File: src/rtl/instr_fetch_pipe_pkg.sv
// instr_fetch_pipe_pkg
// Shared types for the instruction fetch pipe:
//   gpreg_t    - machine word used for addresses and instruction data
//   mem_req_t  - memory request {a, we, be, d}
//   fetched_t  - fetched instruction {raw, pc}
//   MAX_INFLIGHT_MIN/MAX - legal range of outstanding memory requests
//   cnt_width() - bits needed to hold a count 0..n
package instr_fetch_pipe_pkg;

  localparam int XLEN = 32;

  typedef logic [XLEN-1:0] gpreg_t;

  typedef struct packed {
    gpreg_t              a;
    logic                we;
    logic [XLEN/8-1:0]   be;
    gpreg_t              d;
  } mem_req_t;

  typedef struct packed {
    gpreg_t raw;
    gpreg_t pc;
  } fetched_t;

  localparam int MAX_INFLIGHT_MIN = 1;
  localparam int MAX_INFLIGHT_MAX = 16;

  function automatic int cnt_width(input int n);
    return $clog2(n + 1);
  endfunction

endpackage

File: src/rtl/instr_fetch_pipe_if.sv
// instr_fetch_pipe_if
// Bundles the four decoupled channels of the fetch pipe plus the flush strobe.
//   pc       : next fetch address   (pc_valid / pc_ready / pc_data)
//   fetched  : instruction + address (fetched_valid / fetched_ready / fetched_data)
//   mem_req  : read request to memory (mem_req_valid / mem_req_ready / mem_req_data)
//   mem_resp : read data from memory, in request order
//   flush    : discard everything queued or in flight this cycle
// Modports: slave = fetch pipe view, master = surrounding environment view.
interface instr_fetch_pipe_if;
  import instr_fetch_pipe_pkg::*;

  logic     pc_valid;
  logic     pc_ready;
  gpreg_t   pc_data;

  logic     fetched_valid;
  logic     fetched_ready;
  fetched_t fetched_data;

  logic     flush;

  logic     mem_req_valid;
  logic     mem_req_ready;
  mem_req_t mem_req_data;

  logic     mem_resp_valid;
  logic     mem_resp_ready;
  gpreg_t   mem_resp_data;

  modport slave (
    input  pc_valid, pc_data, output pc_ready,
    output fetched_valid, fetched_data, input fetched_ready,
    input  flush,
    output mem_req_valid, mem_req_data, input mem_req_ready,
    input  mem_resp_valid, mem_resp_data, output mem_resp_ready
  );

  modport master (
    output pc_valid, pc_data, input pc_ready,
    input  fetched_valid, fetched_data, output fetched_ready,
    output flush,
    input  mem_req_valid, mem_req_data, output mem_req_ready,
    output mem_resp_valid, mem_resp_data, input mem_resp_ready
  );

endinterface

File: src/rtl/fetch_addr_fifo.sv
// fetch_addr_fifo
// Small circular FIFO holding the addresses of live fetch requests.
// Head is read combinationally so it can accompany the response in the same cycle.
// Parameters: DEPTH (entries), T (entry type)
// Ports:
//   clk, rst            clock, asynchronous active-high reset of pointers/count
//   push_i, data_i      write data_i at the tail (ignored when full or clearing)
//   pop_i               drop the head (ignored when empty or clearing)
//   clear_i             empty the FIFO; wins over push/pop
//   head_o              oldest entry
//   count_o, full_o, empty_o  occupancy status
module fetch_addr_fifo
  import instr_fetch_pipe_pkg::*;
#(
  parameter int  DEPTH = 4,
  parameter type T     = logic [31:0]
) (
  input  logic                        clk,
  input  logic                        rst,
  input  logic                        push_i,
  input  logic                        pop_i,
  input  logic                        clear_i,
  input  T                            data_i,
  output T                            head_o,
  output logic [cnt_width(DEPTH)-1:0] count_o,
  output logic                        full_o,
  output logic                        empty_o
);

  localparam int CW = cnt_width(DEPTH);
  localparam int PW = (DEPTH > 1) ? $clog2(DEPTH) : 1;

  T               mem_q [DEPTH];
  logic [PW-1:0]  wr_ptr_q, wr_ptr_d;
  logic [PW-1:0]  rd_ptr_q, rd_ptr_d;
  logic [CW-1:0]  count_q, count_d;
  logic           do_push, do_pop;

  // Pointers wrap at DEPTH, which need not be a power of two.
  function automatic logic [PW-1:0] ptr_inc(input logic [PW-1:0] p);
    return (p == PW'(DEPTH - 1)) ? '0 : p + 1'b1;
  endfunction

  assign full_o  = (count_q == CW'(DEPTH));
  assign empty_o = (count_q == '0);
  assign count_o = count_q;
  assign head_o  = mem_q[rd_ptr_q];

  assign do_push = push_i && !full_o && !clear_i;
  assign do_pop  = pop_i && !empty_o && !clear_i;

  always_comb begin
    wr_ptr_d = wr_ptr_q;
    rd_ptr_d = rd_ptr_q;
    count_d  = count_q;
    if (clear_i) begin
      wr_ptr_d = '0;
      rd_ptr_d = '0;
      count_d  = '0;
    end else begin
      if (do_push) wr_ptr_d = ptr_inc(wr_ptr_q);
      if (do_pop)  rd_ptr_d = ptr_inc(rd_ptr_q);
      count_d = count_q + CW'(do_push) - CW'(do_pop);
    end
  end

  always_ff @(posedge clk or posedge rst) begin
    if (rst) begin
      wr_ptr_q <= '0;
      rd_ptr_q <= '0;
      count_q  <= '0;
    end else begin
      wr_ptr_q <= wr_ptr_d;
      rd_ptr_q <= rd_ptr_d;
      count_q  <= count_d;
    end
  end

  // Storage needs no reset: only entries between the pointers are ever read.
  always_ff @(posedge clk) begin
    if (do_push) mem_q[wr_ptr_q] <= data_i;
  end

endmodule

File: src/rtl/instr_fetch_pipe.sv
// instr_fetch_pipe
// Issues fetch addresses to memory, tracks up to MAX_INFLIGHT outstanding reads
// and pairs each in-order response with its address. A flush turns every live
// request into a "drop" whose response is silently absorbed later.
// Parameter: MAX_INFLIGHT (1..16) maximum outstanding memory requests.
// Ports:
//   clk   clock
//   rst   asynchronous active-high reset
//   bus   instr_fetch_pipe_if.slave (pc, fetched, flush, mem_req, mem_resp)
//   perf_issued, perf_dropped   only when IFETCH_PERF_EN is defined:
//         free-running counts of issued requests and discarded responses
module instr_fetch_pipe
  import instr_fetch_pipe_pkg::*;
#(
  parameter int MAX_INFLIGHT = 4
) (
  input  logic                  clk,
  input  logic                  rst,
  instr_fetch_pipe_if.slave     bus
`ifdef IFETCH_PERF_EN
  ,
  output logic [31:0]           perf_issued,
  output logic [31:0]           perf_dropped
`endif
);

  localparam int CW = cnt_width(MAX_INFLIGHT);
  localparam int OW = CW + 1;

  if (MAX_INFLIGHT < MAX_INFLIGHT_MIN || MAX_INFLIGHT > MAX_INFLIGHT_MAX) begin : g_bad_cfg
    $error("instr_fetch_pipe: MAX_INFLIGHT out of range");
  end

  logic [CW-1:0] fifo_count;
  logic          fifo_full, fifo_empty;
  gpreg_t        fifo_head;
  logic [CW-1:0] drop_q, drop_d;
  logic [OW-1:0] outstanding, drop_sum;
  logic          issue_ok, drop_mode, push, pop, resp_fire;

  // Uses registered occupancy only, so a pop in the same cycle never frees a slot early.
  assign outstanding = OW'(fifo_count) + OW'(drop_q);
  assign issue_ok    = !rst && !bus.flush && !fifo_full && (outstanding < OW'(MAX_INFLIGHT));

  assign bus.mem_req_valid = bus.pc_valid && issue_ok;
  assign bus.pc_ready      = bus.mem_req_ready && issue_ok;
  assign bus.mem_req_data  = '{a: bus.pc_data, we: 1'b0, be: '0, d: '0};

  // While drops are pending every response belongs to a flushed request.
  assign drop_mode          = (drop_q != '0);
  assign bus.fetched_valid  = !rst && !bus.flush && !drop_mode && !fifo_empty && bus.mem_resp_valid;
  assign bus.mem_resp_ready = !rst && (bus.flush || drop_mode || bus.fetched_ready);
  assign bus.fetched_data   = '{raw: bus.mem_resp_data, pc: fifo_head};

  assign push      = bus.mem_req_valid && bus.mem_req_ready;
  assign pop       = bus.fetched_valid && bus.fetched_ready;
  assign resp_fire = bus.mem_resp_valid && bus.mem_resp_ready;

  fetch_addr_fifo #(
    .DEPTH (MAX_INFLIGHT),
    .T     (gpreg_t)
  ) u_fifo (
    .clk     (clk),
    .rst     (rst),
    .push_i  (push),
    .pop_i   (pop),
    .clear_i (bus.flush),
    .data_i  (bus.pc_data),
    .head_o  (fifo_head),
    .count_o (fifo_count),
    .full_o  (fifo_full),
    .empty_o (fifo_empty)
  );

  // On flush, every live request becomes a drop; a response consumed in the
  // flush cycle itself is already accounted for.
  always_comb begin
    drop_sum = OW'(drop_q) + OW'(fifo_count);
    drop_d   = drop_q;
    if (bus.flush) begin
      if (resp_fire && drop_sum != '0) drop_sum = drop_sum - 1'b1;
      drop_d = CW'(drop_sum);
    end else if (drop_mode && resp_fire) begin
      drop_d = drop_q - 1'b1;
    end
  end

  always_ff @(posedge clk or posedge rst) begin
    if (rst) drop_q <= '0;
    else     drop_q <= drop_d;
  end

`ifdef IFETCH_PERF_EN
  logic [31:0] perf_issued_q, perf_dropped_q;
  logic        discard;

  assign discard = resp_fire && (bus.flush || drop_mode);

  always_ff @(posedge clk or posedge rst) begin
    if (rst) begin
      perf_issued_q  <= '0;
      perf_dropped_q <= '0;
    end else begin
      if (push)    perf_issued_q  <= perf_issued_q + 32'd1;
      if (discard) perf_dropped_q <= perf_dropped_q + 32'd1;
    end
  end

  assign perf_issued  = perf_issued_q;
  assign perf_dropped = perf_dropped_q;
`endif

endmodule

File: src/flat_wrapper.sv
// flat-port wrapper written by rule: the top's interface ports become plain ports
module instr_fetch_pipe_flat import instr_fetch_pipe_pkg::*;
#(
  parameter int MAX_INFLIGHT = 4
)
  (clk, rst, bus_pc_valid, bus_pc_data, bus_pc_ready, bus_fetched_valid, bus_fetched_data, bus_fetched_ready, bus_flush, bus_mem_req_valid, bus_mem_req_data, bus_mem_req_ready, bus_mem_resp_valid, bus_mem_resp_data, bus_mem_resp_ready);
  instr_fetch_pipe_if bus_i ();
  input  logic clk;
  input  logic rst;
  input wire logic [$bits(bus_i.pc_valid)-1:0] bus_pc_valid;
  input wire logic [$bits(bus_i.pc_data)-1:0] bus_pc_data;
  output wire logic [$bits(bus_i.pc_ready)-1:0] bus_pc_ready;
  output wire logic [$bits(bus_i.fetched_valid)-1:0] bus_fetched_valid;
  output wire logic [$bits(bus_i.fetched_data)-1:0] bus_fetched_data;
  input wire logic [$bits(bus_i.fetched_ready)-1:0] bus_fetched_ready;
  input wire logic [$bits(bus_i.flush)-1:0] bus_flush;
  output wire logic [$bits(bus_i.mem_req_valid)-1:0] bus_mem_req_valid;
  output wire logic [$bits(bus_i.mem_req_data)-1:0] bus_mem_req_data;
  input wire logic [$bits(bus_i.mem_req_ready)-1:0] bus_mem_req_ready;
  input wire logic [$bits(bus_i.mem_resp_valid)-1:0] bus_mem_resp_valid;
  input wire logic [$bits(bus_i.mem_resp_data)-1:0] bus_mem_resp_data;
  output wire logic [$bits(bus_i.mem_resp_ready)-1:0] bus_mem_resp_ready;
  assign bus_i.pc_valid = bus_pc_valid;
  assign bus_i.pc_data = bus_pc_data;
  assign bus_pc_ready = bus_i.pc_ready;
  assign bus_fetched_valid = bus_i.fetched_valid;
  assign bus_fetched_data = bus_i.fetched_data;
  assign bus_i.fetched_ready = bus_fetched_ready;
  assign bus_i.flush = bus_flush;
  assign bus_mem_req_valid = bus_i.mem_req_valid;
  assign bus_mem_req_data = bus_i.mem_req_data;
  assign bus_i.mem_req_ready = bus_mem_req_ready;
  assign bus_i.mem_resp_valid = bus_mem_resp_valid;
  assign bus_i.mem_resp_data = bus_mem_resp_data;
  assign bus_mem_resp_ready = bus_i.mem_resp_ready;
  instr_fetch_pipe #(.MAX_INFLIGHT(MAX_INFLIGHT)) u_core (.clk(clk), .rst(rst), .bus(bus_i));
endmodule
File: config.mk
export PLATFORM = sky130hd
export DESIGN_NAME = instr_fetch_pipe_flat
export DESIGN_NICKNAME = d
export VERILOG_FILES = /design/src/rtl/instr_fetch_pipe_pkg.sv /design/src/rtl/instr_fetch_pipe_if.sv /design/src/rtl/fetch_addr_fifo.sv /design/src/rtl/instr_fetch_pipe.sv /design/src/flat_wrapper.sv
export SDC_FILE = /design/constraint.sdc
export NUM_CORES = 1
export LEC_CHECK = 0
export CAP_MARGIN = 5
export CORE_UTILIZATION = 27
export CTS_CLUSTER_SIZE = 16
export DETAILED_ROUTE_END_ITERATION = 8
export GPL_TIMING_DRIVEN = 0
export PLACE_DENSITY_LB_ADDON = 0.3
export RECOVER_POWER = 100
export SYNTH_ARGS = -nofsm -noshare
export SYNTH_HDL_FRONTEND = slang
export SYNTH_SLANG_ARGS = --single-unit
File: constraint.sdc
create_clock -name clk -period 5.4 [get_ports clk]
set_clock_uncertainty 0.15 [all_clocks]
set_input_delay 0.54 -clock clk [delete_from_list [all_inputs] [get_ports clk]]
set_output_delay 0.54 -clock clk [all_outputs]
set_load 0.03 [all_outputs]
==> qor.yml <==
power_and_ir_drop:
  p_leak_uw: 0.00328
  cellPowerDensity_nw_per_um2: 301
  ir_worst_vdd_v: 0.000149
  power_uw: 2660
sta:
  finalMaxSlewViolations: 0
  setup_viol_count_final: 0
  slew_headroom_pct: 26.3
  rsz0062_at_grt: "no"
  max_freq_mhz: 247
  worst_pin_slew_ps: 1100
  finalHoldViolCount: 0
  final.min_clock_period_ps: 4040
  timing.hold.ws_ps: 409
  setup_slack_ps: 1360
  finalCritPeriodShare_pct: 74.8
  tns_ps: 0
floorplanning:
  row_count: 55
  die_area_um2: 24000
  fp.dieW_um: 155
  initial_core_util_pct: 27.7
  core_area_um2: 22800
  io_pins: 208
  die_y_um: 155
synth:
  synth_edf_count: 128
  yosys_warnings: 0
  async_reset_ff_share_pct: 7.25
  netlist_instances: 371
  synthMostInstantiatedCell: "edfxtp_1"
  synth_top_area_share_pct: 60.9
  avgSynthCellArea_um2: 17.0
  synth_top_area_cell: "edfxtp_1"
  syn-cell-area_um2: 6310
  synth_ff_type: "edfxtp_1"
  ys_types: 40
  synth_common_cells: "edfxtp_1 (128), buf_4 (102), mux4_2 (32)"
  ys_top_cells_by_area: "edfxtp_1 (61%), buf_4 (12%), mux4_2 (11%), dfrtp_1 (4.0%), ha_1 (2.6%)"
  yosys_register_bits: 138
  seq_area_frac_synth_pct: 64.9
placed_design:
  dpl.hpwl_um: 8970
  place.gp.congestion: 0.680
  io_buffers: 137
  dp_slack_ps: 1900
critical_path:
  crit_fanout: 21
  worstPathRequired_ps: 5360
  crit_path_start_kind: "register"
  critPathArrivalTime_ps: 4000
  critPathCaptureType: "register"
  critPathKind: "reg -> reg"
  reg2reg_slack_ps: 1360
grt:
  met3_usage_pct: 3.84
  met2_usage_pct: 19.0
  grt_max_degree: 22
  grt_pass1_vias: 3603
  grt_pass1_wl_um: 19300
  gr-total-overflow: 0
  met1_usage_pct: 12.4
  antenna_found_initial: 1
  top_usage_layer: "met2"
  track_usage_pct: 10.9
layout:
  nets: 653
  fill_cells: 2141
  layout-area-overhead-vs-synth_pct: 40.0
  layout-drive-gt1-share_pct: 30.3
clock_network:
  path_clk_slew_ps: 60
  post-cts-setup-buffers: 0
  clock_path_buffers: 2
  cts_buffers: 17
  cts_tree: "done"
  ctsHoldBuffers: 0
  cts-root-buf: "clkbuf_16"
  post_cts_resize_count: 0
  h-tree-depth: 4
  clkSinkCount: 138
  clk_latency_ps: 410
detailed_routing:
  vias: 3562
  avgRoutedWirePerCell_um: 14.1
  dr.pass1.iters: 4
  drc: 0
  ant_nets: 0
  drt-initial-drc-count: 148
  totalWireLength_um: 12600
  routed_via_density: 3.98
outcome:
  status: "complete, no violations"
min_path:
  hp-class: "in -> reg"
job:
  max_cap_violations: 0
[through the flow]
stage,util [%],instances,instance area [um2]
floorplan,-,407,6440
global placement,36.0,857,8210
detailed placement,36.4,861,8290
CTS,38.9,893,8870
global route,38.8,894,8830
finish,38.8,894,8830
[registers in the layout, summed over array words and instances (netlist names)]
| signal | cells |
|---|---|
| u_core.u_fifo.count_o | 3 |
| u_core.drop_q | 3 |
| u_core.u_fifo.wr_ptr_q | 2 |
| u_core.u_fifo.mem_q | 128 |
| u_core.u_fifo.rd_ptr_q | 2 |
[worst max-delay path, stage by stage, from the launching register on]
cell	delay (ps)
dfrtp_1	440
ha_1	240
fa_1	440
nor3_1	220
a31oi_1	110
a211oi_1	890
and2_0	960
buf_12	280
[layout by cell type, fill, tap and decap left out, types with 5 or more instances in the layout]
cell             Yosys  routed
ha_1                13      13
dfrtp_1             10      10
clkbuf_1             4       6
clkbuf_16            0      17
dlygate4sd3_1        0     132
inv_1               10      10
clkdlybuf4s50_1      0       5
mux4_2              32      32
nor2_1              11      11
buf_4              102     102
conb_1               1      37
edfxtp_1           128     128
clkinvlp_4           0       5
[power breakdown]
| group | internal [uW] | total [uW] | leakage, uW | switching, uW |
|---|---|---|---|---|
| sequential | 1180 | 1200 | 0.00128 | 13.9 |
| clock | 680 | 1120 | 0.000266 | 438 |
| combinational | 152 | 344 | 0.00174 | 191 |
[per-layer routing]
metal	up-vias	share of wire, %
met5	-	0
met2	146	50
met3	9	6.9
met4	0	1.0
li1	1656	-
met1	1751	42
[final timing paths]
check                                                       from                                    end  depth (start not counted)
max in group asynchronous                                    rst  u_core.u_fifo.rd_ptr_q[1]$_DFFE_PP0P_                          2
hold / removal                                         bus_flush  u_core.u_fifo.rd_ptr_q[1]$_DFFE_PP0P_                          3
min in group asynchronous                                    rst     u_core.u_fifo.count_o[2]$_DFF_PP0_                          2
setup reg to reg              u_core.u_fifo.count_o[0]$_DFF_PP0_    u_core.u_fifo.mem_q[3][6]$_DFFE_PP_                          7
setup / recovery              u_core.u_fifo.count_o[0]$_DFF_PP0_    u_core.u_fifo.mem_q[3][6]$_DFFE_PP_                          7
hold reg to reg            u_core.u_fifo.rd_ptr_q[1]$_DFFE_PP0P_  u_core.u_fifo.rd_ptr_q[1]$_DFFE_PP0P_                          3
[kinds of logic (layout without fill, tap and decap cells)]
group / after synthesis / in the layout / share of synthesized area (%)
flops: 138 / 138 / 64.9
buf+inv: 121 / 294 / 13.4
simple gates: 42 / 42 / 3.93
mux: 34 / 34 / 11.9
compound gates: 17 / 17 / 2.22
fa+ha+maj: 15 / 15 / 3.21
xor+xnor: 3 / 3 / 0.417
other cells: 1 / 38 / 0.0594
[area by class of cell]
class                   count  area (um2)  area share (%)
diodes                      1        2.50          0.0283
plain buffers             111         805            9.11
clock buffers              18         429            4.86
clock inverters            14         148            1.67
inverters                  10        37.5           0.425
multi-input cells         148        1470            16.7
flip-flops and latches    138        4090            46.4
well taps                 313         392            4.43
repair buffers            141        1450            16.4
No activity file was read; power rests on OpenSTA's default activity.
